### config.mk
export PLATFORM = sky130hd
export DESIGN_NAME = sparc_next_pc_flat
export DESIGN_NICKNAME = d
export VERILOG_FILES = /design/src/rtl/sparc_next_pc_if.sv /design/src/rtl/sparc_next_pc.sv /design/src/flat_wrapper.sv
export SDC_FILE = /design/constraint.sdc
export NUM_CORES = 1
export LEC_CHECK = 0
export CAP_MARGIN = 25
export CORE_MARGIN = 2
export CORE_UTILIZATION = 52
export DETAILED_ROUTE_END_ITERATION = 12
export GPL_TIMING_DRIVEN = 1
export HOLD_SLACK_MARGIN = 0.02
export PLACE_DENSITY = 0.83
export SETUP_SLACK_MARGIN = 0.02
export SLEW_MARGIN = 5
export SYNTH_ARGS = -nofsm -noshare
export SYNTH_HDL_FRONTEND = slang
export SYNTH_SLANG_ARGS = --single-unit
### constraint.sdc
create_clock -name Clock -period 3.48 [get_ports Clock]
set_input_delay 0.696 -clock Clock [delete_from_list [all_inputs] [get_ports Clock]]
set_output_delay 0.696 -clock Clock [all_outputs]
set_load 0.01 [all_outputs]
### src/rtl/sparc_next_pc_if.sv
// Sequencing-stage bundle: instruction/condition/redirect inputs toward the PC
// stage and the architectural PC/nPC state back out.
interface sparc_next_pc_if;
   logic        Advance;
   logic [31:0] IR;
   logic        Cond;
   logic        Jump_Take;
   logic [31:0] Jump_Target;
   logic        Trap_Take;
   logic [31:0] Trap_Vector;
   logic        ET;
   logic [31:0] PC;
   logic [31:0] nPC;
   logic        Annul;
   logic        Branch_Taken;
   logic        Misaligned;
   logic        Halted;

   modport master (
      output Advance, IR, Cond, Jump_Take, Jump_Target, Trap_Take, Trap_Vector, ET,
      input  PC, nPC, Annul, Branch_Taken, Misaligned, Halted
   );

   modport slave (
      input  Advance, IR, Cond, Jump_Take, Jump_Target, Trap_Take, Trap_Vector, ET,
      output PC, nPC, Annul, Branch_Taken, Misaligned, Halted
   );
endinterface

### src/rtl/sparc_next_pc.sv
// SPARC PC/nPC sequencer: delayed branches with annul, CALL, JMPL/RETT redirect,
// trap vectoring and error-mode halt when a trap arrives with traps disabled.
module sparc_next_pc #(
   parameter logic [31:0] RESET_PC = 32'h0000_0000
) (
   input logic             Clock,
   input logic             Reset_n,
   sparc_next_pc_if.slave  bus
);

   typedef enum logic [1:0] {RUN, ANNUL, ERROR} state_t;

   state_t      state;
   logic [31:0] pcReg;
   logic [31:0] npcReg;
   logic        annulReg;
   logic        takenReg;
   logic        misReg;
   logic        haltReg;

   logic        isBicc;
   logic        isCall;
   logic        isAlways;
   logic        annulBranch;
   logic        jumpAligned;
   logic [31:0] npcPlus4;
   logic [31:0] branchTarget;
   logic [31:0] callTarget;

   // Targets are relative to the PC of the resolving instruction, not nPC.
   assign isBicc       = (bus.IR[31:30] == 2'b00) && (bus.IR[24:22] == 3'b010);
   assign isCall       = (bus.IR[31:30] == 2'b01);
   assign isAlways     = (bus.IR[28:25] == 4'b1000);
   assign annulBranch  = bus.IR[29] && (!bus.Cond || isAlways);
   assign jumpAligned  = (bus.Jump_Target[1:0] == 2'b00);
   assign npcPlus4     = npcReg + 32'd4;
   assign branchTarget = pcReg + {{8{bus.IR[21]}}, bus.IR[21:0], 2'b00};
   assign callTarget   = pcReg + {bus.IR[29:0], 2'b00};

   // Priority: error hold, trap, stall, annulled slot, then normal decode.
   always_ff @(posedge Clock or negedge Reset_n) begin
      if (!Reset_n) begin
         state    <= RUN;
         pcReg    <= RESET_PC;
         npcReg   <= RESET_PC + 32'd4;
         annulReg <= 1'b0;
         takenReg <= 1'b0;
         misReg   <= 1'b0;
         haltReg  <= 1'b0;
      end else if (state != ERROR) begin
         takenReg <= 1'b0;
         misReg   <= 1'b0;
         if (bus.Trap_Take) begin
            if (bus.ET) begin
               pcReg    <= bus.Trap_Vector;
               npcReg   <= bus.Trap_Vector + 32'd4;
               annulReg <= 1'b0;
               state    <= RUN;
            end else begin
               haltReg  <= 1'b1;
               state    <= ERROR;
            end
         end else if (bus.Advance) begin
            if (state == ANNUL) begin
               pcReg    <= npcReg;
               npcReg   <= npcPlus4;
               annulReg <= 1'b0;
               state    <= RUN;
            end else if (isBicc) begin
               pcReg    <= npcReg;
               npcReg   <= bus.Cond ? branchTarget : npcPlus4;
               takenReg <= bus.Cond;
               if (annulBranch) begin
                  annulReg <= 1'b1;
                  state    <= ANNUL;
               end
            end else if (isCall) begin
               pcReg    <= npcReg;
               npcReg   <= callTarget;
               takenReg <= 1'b1;
            end else if (bus.Jump_Take) begin
               if (jumpAligned) begin
                  pcReg    <= npcReg;
                  npcReg   <= bus.Jump_Target;
                  takenReg <= 1'b1;
               end else begin
                  misReg   <= 1'b1;
               end
            end else begin
               pcReg    <= npcReg;
               npcReg   <= npcPlus4;
            end
         end
      end
   end

   assign bus.PC           = pcReg;
   assign bus.nPC          = npcReg;
   assign bus.Annul        = annulReg;
   assign bus.Branch_Taken = takenReg;
   assign bus.Misaligned   = misReg;
   assign bus.Halted       = haltReg;

endmodule

### src/flat_wrapper.sv
// flat-port wrapper written by rule: the top's interface ports become plain ports
module sparc_next_pc_flat 
#(
   parameter logic [31:0] RESET_PC = 32'h0000_0000
)
  (Clock, Reset_n, bus_Advance, bus_IR, bus_Cond, bus_Jump_Take, bus_Jump_Target, bus_Trap_Take, bus_Trap_Vector, bus_ET, bus_PC, bus_nPC, bus_Annul, bus_Branch_Taken, bus_Misaligned, bus_Halted);
  sparc_next_pc_if bus_i ();
  input logic Clock;
  input logic Reset_n;
  input wire logic [$bits(bus_i.Advance)-1:0] bus_Advance;
  input wire logic [$bits(bus_i.IR)-1:0] bus_IR;
  input wire logic [$bits(bus_i.Cond)-1:0] bus_Cond;
  input wire logic [$bits(bus_i.Jump_Take)-1:0] bus_Jump_Take;
  input wire logic [$bits(bus_i.Jump_Target)-1:0] bus_Jump_Target;
  input wire logic [$bits(bus_i.Trap_Take)-1:0] bus_Trap_Take;
  input wire logic [$bits(bus_i.Trap_Vector)-1:0] bus_Trap_Vector;
  input wire logic [$bits(bus_i.ET)-1:0] bus_ET;
  output wire logic [$bits(bus_i.PC)-1:0] bus_PC;
  output wire logic [$bits(bus_i.nPC)-1:0] bus_nPC;
  output wire logic [$bits(bus_i.Annul)-1:0] bus_Annul;
  output wire logic [$bits(bus_i.Branch_Taken)-1:0] bus_Branch_Taken;
  output wire logic [$bits(bus_i.Misaligned)-1:0] bus_Misaligned;
  output wire logic [$bits(bus_i.Halted)-1:0] bus_Halted;
  assign bus_i.Advance = bus_Advance;
  assign bus_i.IR = bus_IR;
  assign bus_i.Cond = bus_Cond;
  assign bus_i.Jump_Take = bus_Jump_Take;
  assign bus_i.Jump_Target = bus_Jump_Target;
  assign bus_i.Trap_Take = bus_Trap_Take;
  assign bus_i.Trap_Vector = bus_Trap_Vector;
  assign bus_i.ET = bus_ET;
  assign bus_PC = bus_i.PC;
  assign bus_nPC = bus_i.nPC;
  assign bus_Annul = bus_i.Annul;
  assign bus_Branch_Taken = bus_i.Branch_Taken;
  assign bus_Misaligned = bus_i.Misaligned;
  assign bus_Halted = bus_i.Halted;
  sparc_next_pc #(.RESET_PC(RESET_PC)) u_core (.Clock(Clock), .Reset_n(Reset_n), .bus(bus_i));
endmodule
### Word level (Yosys, flattened, before mapping)

Cells that the tools add are included.

* muxes and demuxes: 43
* eq/ne operators: 7
* bitwise logic cells: 1
* reduce and logical (&&, ||, !) cells: 13
* add/sub/neg operators: 4

Operators with widths (count)
* two-way mux 32 bit: 17
* adder 32 x 3 -> 32 bit, second input constant: 2
* adder 32 bit: 2
* two-way mux 1 bit: 20
* two-way mux 2 bit: 6
* AND reduction 4 bit: 2
* != test 6 x 1 -> 1 bit, second input constant: 1
* nonzero test 3 bit: 2
* AND reduction 5 bit: 1
* == test 2 x 1 -> 1 bit, second input constant: 2
* == test 4 bit, second input constant: 1
* zero test 2 bit: 2
* == test 3 x 2 -> 1 bit, second input constant: 1
* AND reduction 3 bit: 1
* logical AND 1 bit: 2
* != test 2 x 1 -> 1 bit, second input constant: 1
* != test 2 bit, second input constant: 1
* nonzero test 2 bit: 1
* zero test 1 bit: 1
* logical OR 1 bit: 1
* inverter 1 bit: 1

* output and inout bits: 68
* register bits after elaboration: 70

### Logic depth before layout (Yosys ltp)

* depth after elaboration: 8
* gate-level depth with buffers: 11
* mapped depth without buffers: 11

### Least setup slack after synthesis

No wires, ideal clock.

* path type: input -> register
* start point: input port bus_IR[0]
* end point: register u_core.npcReg[18], in the netlist u_core.bus.nPC[18]
* path slack: 0.553 ns
* arrival time: 2.790 ns
* stages: 11
* setup time: 0.137 ns
* cell sequence: ha_1 > fa_1 > a21oi_1 > o211ai_1 > a21boi_0 > o221ai_1 > a41o_1 > a21oi_1 > xnor2_1 > a21oi_1 > o22ai_1

* cells in the longest elaborated chain, start to end: 6

RTL lines
* start: declaration: RTL line flat_wrapper.sv:11 `input wire logic [$bits(bus_i.IR)-1:0] bus_IR;`
* adder 32 bit, on equally long branches: RTL line sparc_next_pc.sv:38, sparc_next_pc.sv:37
* two-way mux 32 bit, on equally long branches: RTL line sparc_next_pc.sv:77, sparc_next_pc.sv:71
* two-way mux 32 bit (*): RTL line sparc_next_pc.sv:69 `end else if (isBicc) begin`
* two-way mux 32 bit (*): RTL line sparc_next_pc.sv:64 `if (state == ANNUL) begin`
* two-way mux 32 bit (*): RTL line sparc_next_pc.sv:63 `end else if (bus.Advance) begin`
* two-way mux 32 bit (*): RTL line sparc_next_pc.sv:53 `if (bus.Trap_Take) begin`
* end signal: assignment: RTL line sparc_next_pc.sv:56 `npcReg <= bus.Trap_Vector + 32'd4;`
* end signal: assignment: RTL line sparc_next_pc.sv:66 `npcReg <= npcPlus4;`
* end signal: assignment: RTL line sparc_next_pc.sv:71 `npcReg <= bus.Cond ? branchTarget : npcPlus4;`
* end: declaration: RTL line sparc_next_pc.sv:15 `logic [31:0] npcReg;`

Every way passes the cells marked *; elsewhere a longest branch is shown, timed or not. The select of a mux whose other input is x is not followed.
A chain may end at the register's enable or synchronous reset.

### Final worst setup path

* start point: input port bus_IR[0]
* end point: register u_core.npcReg[21], in the netlist u_core.bus.nPC[21]

Same word-level chain as after synthesis.

==> summary.md <==
| Metric | Value |
|---|---|
| Hold WS | 257 ps |
| Clk_skew | about 10 ps |
| Crit. End Element | flip-flop |
| First-pass iteration count of the detailed router | 7 |
| Commonest non-fill, non-tap cell in the layout | clkdlybuf4s50_1 |
| CP Launch Type | input port |
| Non-Filler Instances | ~1.4k |
| Worst-margin pin slew | just over 800 ps |
| Dominant synthesized flop cell | dfrtp_1 |
| Total power draw | between 7000 and 8000 uW |
| Cell repeated most along the worst path | o21ai_1 |
| Row cnt | 43 |
| Fin crit period | between 3000 and 4000 ps |
| Placed instance count | 1333 |
| Fmax | approximately 300 MHz |
| Layout cell share with drive strength beyond 1 | 0.104 |
| Initial antenna violation count | 0 |
| Yosys cell types | 78 |
| Reg2reg start | u_core.bus.PC[2]$_DFFE_PN0P_ |
| Cell area after layout | between 0.01 and 0.015 sq mm |
| Placed Area | 0.00974 sq mm |
| Post-Syn Instances | 963 |
| Crit Path Category | in2reg |
| CTS tree | done |
| Slew Limit Fails | 0 |
| # clock sinks | 70 |
| Detail Route Antenna Nets | 0 |
| Vias in the first global route | 8280 |
| Post-synth EDFFs | 0 |
| PD cells | 716 mW/mm^2 |
| Finished Core Util | 0.720 |
| Iter 0 DRT Violations | 1120 |
| CTS root buffer | clkbuf_16 |
| Max-cap violations | 0 |
| Via density | between 6 and 7 |
| DR vias | 8757 |
| Register area share after synthesis | 0.236 |
| Synthesis-stage register bit count | 70 |
| Leakage | approximately 0.0042 uW |
| Total Wirelength | about 30000 um |
| Post-synth top area share | 0.233 |
| Worst-path clk slew | 60 ps |
| Routability cong. | about 1.0 |
| Critical Path RT | roughly 3700 ps |
| Final cycle utilization of the critical path | 0.957 |
| Diode count | 0 |
| All-Layer GR Usage | 0.392 |
| Die outline area | 0.0152 sq mm |
| R2R Path End | u_core.bus.nPC[21]$_DFFE_PN0P_ |
| Post-DP HPWL | about 22000 um |
| Max clock buf depth | 2 |
| Fillers | 1141 |
| Worst-Skew Late Latency | 350 ps |
| Seq. cell area | about 0.0018 sq mm |
| First-pass GRT wire length | 45400 um |
| Cts bufs inserted | 9 |
| Core outline area | about 0.014 sq mm |
| Initial Utilization | 0.532 |
| Largest net degree at the start of global routing | 103 |
| Drt drc | 0 |
| Setup violations, final | 0 |
| Setup crit end | u_core.bus.nPC[21]$_DFFE_PN0P_ |
| IO Port Bufs | 170 |
| WL/cell | 22.1 um |
| RSZ-0062 raised after global routing | true |
| Synth Warn # | 0 |
| R2R depth | 12 |
| Global route total overflow | 0 |
| Syn Area/Cell | 7.70 sq um |
| Crit path DAT | between 3000 and 4000 ps |
| Setup crit start | bus_IR[0] |
| Area leader, netlist | dfrtp_1 |
| Crit-path cells | clkdlybuf4s50_1, ha_1, buf_4, a211oi_1, o21ai_1, nand3_1, o21ai_1, a221oi_2, buf_4, xor2_1, o211ai_1, a222oi_1, o21ai_1 |
| Status | completed |
| Area grow syn2layout | 35.2% |
| Die Span Y | 123 um |
| Slowest stage delay, CP | 410 ps |
| Reg2reg setup slack | roughly 500 ps |
| Post-CTS Setup Bufs | 0 |
| Worst vdd ir | 0.000442 V |
| Multi-input logic area | roughly 0.0054 sq mm |
| Max FO, Critical Path | 3 |
| Synthesized Nets | 1105 |
| FFs w/ async S/R, synth | 1.00 |
| IO Pins | between 150 and 200 |
| Largest cells by area after synthesis | dfrtp_1, ha_1, o21ai_0, nand2_1, mux2i_1 |
| Fin. Hold Viols | 0 |
| CP max stage cell | clkdlybuf4s50_1 |
| H-tree levels | 3 |
| Die Width | about 120 um |
| Synthesized cell area | around 0.0074 sq mm |
| Slew headroom | 0.461 |
| Worst hold path class | in2async |
| Hold buffer count at cts | 0 |
| Most frequent cells in the layout | clkdlybuf4s50_1, nand2_1, o21ai_0 |
| Nets@finish | ~1.3k |
logic make-up (layout without fill, tap and decap cells):
family | Yosys count | count (layout) | synth area share
AO/OA/AOI/OAI | 320 | 320 | 0.285
XOR/XNOR | 83 | 83 | 0.0980
adder cells (fa/ha/maj) | 39 | 39 | 0.0668
buffers and inverters | 79 | 286 | 0.0425
flip-flops | 70 | 70 | 0.236
multiplexers | 41 | 41 | 0.0555
AND/OR/NAND/NOR | 331 | 331 | 0.216
worst max-delay path, delay by kind of cell:
| kind | cells | cell delay (ps) |
|---|---|---|
| compound gates | 7 | 1510 |
| buf+inv | 3 | 740 |
| xor+xnor | 1 | 240 |
| fa+ha+maj | 1 | 220 |
| simple gates | 1 | 130 |
metal layers:
layer	vias up	routed length, um	GRT usage	part of all wire
met4	0	959	0.136	0.032
met5	-	0	0	0
met2	589	12900	0.595	0.43
li1	4009	-	-	-
met1	4070	12400	0.547	0.42
met3	89	3620	0.0899	0.12
repair_timing:
action	CTS	global route
hold endpoints to repair	0	0
endpoints found under the setup margin	0	8
gates resized for setup	0	3
metrics by stage:
| step | setup slack, ps | TNS (ps) |
|---|---|---|
| 6_report | 151 | 0 |
| 5_1_grt | -34.2 | -56.7 |
| 4_1_cts | 151 | 0 |
| 3_5_place_dp | -217 | -1370 |
| 3_3_place_gp | -122 | -554 |
| 2_1_floorplan | 553 | 0 |
synthesized netlist by cell type (8+ instances only):
cell type / n
a211oi_1: 10
a21o_1: 17
a21oi_1: 68
a221oi_1: 13
a222oi_1: 8
a22oi_1: 9
and3_1: 17
buf_2: 14
clkbuf_1: 43
dfrtp_1: 69
ha_1: 38
inv_1: 16
mux2i_1: 40
nand2_1: 115
nand3_1: 37
nand4_1: 25
nor2_1: 72
nor2b_1: 8
nor3_1: 22
o211ai_1: 10
o21ai_0: 88
o21bai_1: 8
o221ai_1: 12
o22ai_1: 11
xnor2_1: 43
xor2_1: 40
registers in the layout, summed over array words and instances (netlist names):
name                     flops
u_core.bus.Halted            1
u_core.bus.Misaligned        1
u_core.bus.PC               32
u_core.state                 2
u_core.bus.nPC              32
u_core.bus.Annul             1
u_core.bus.Branch_Taken      1
power breakdown:
group	internal [uW]	switching, uW
combinational	2230	2330
clock	502	394
sequential	1160	563
area by class of cell:
class,instances,share of cell area
timing repair buffer,254,0.236
tap,180,0.0224
sequential,70,0.175
inverter,16,0.00599
clock inverter,2,0.000998
multi-input combinational,814,0.534
clock buffer,14,0.0253
worst min path at each step:
stage	from	to	slack (ps)	cells after the start
after floorplan	Reset_n	u_core.bus.Annul$_DFFE_PN0P_	400	0
after global placement	u_core.bus.Halted$_DFFE_PN0P_	u_core.bus.Halted$_DFFE_PN0P_	460	1
after detailed placement	u_core.bus.Branch_Taken$_DFFE_PN0N_	u_core.bus.Branch_Taken$_DFFE_PN0N_	470	2
after CTS	u_core.bus.Branch_Taken$_DFFE_PN0N_	u_core.bus.Branch_Taken$_DFFE_PN0N_	490	2
after global routing	Reset_n	u_core.bus.PC[27]$_DFFE_PN0P_	290	1
final	Reset_n	u_core.bus.PC[27]$_DFFE_PN0P_	260	1
(Power assumes the default switching activity.)
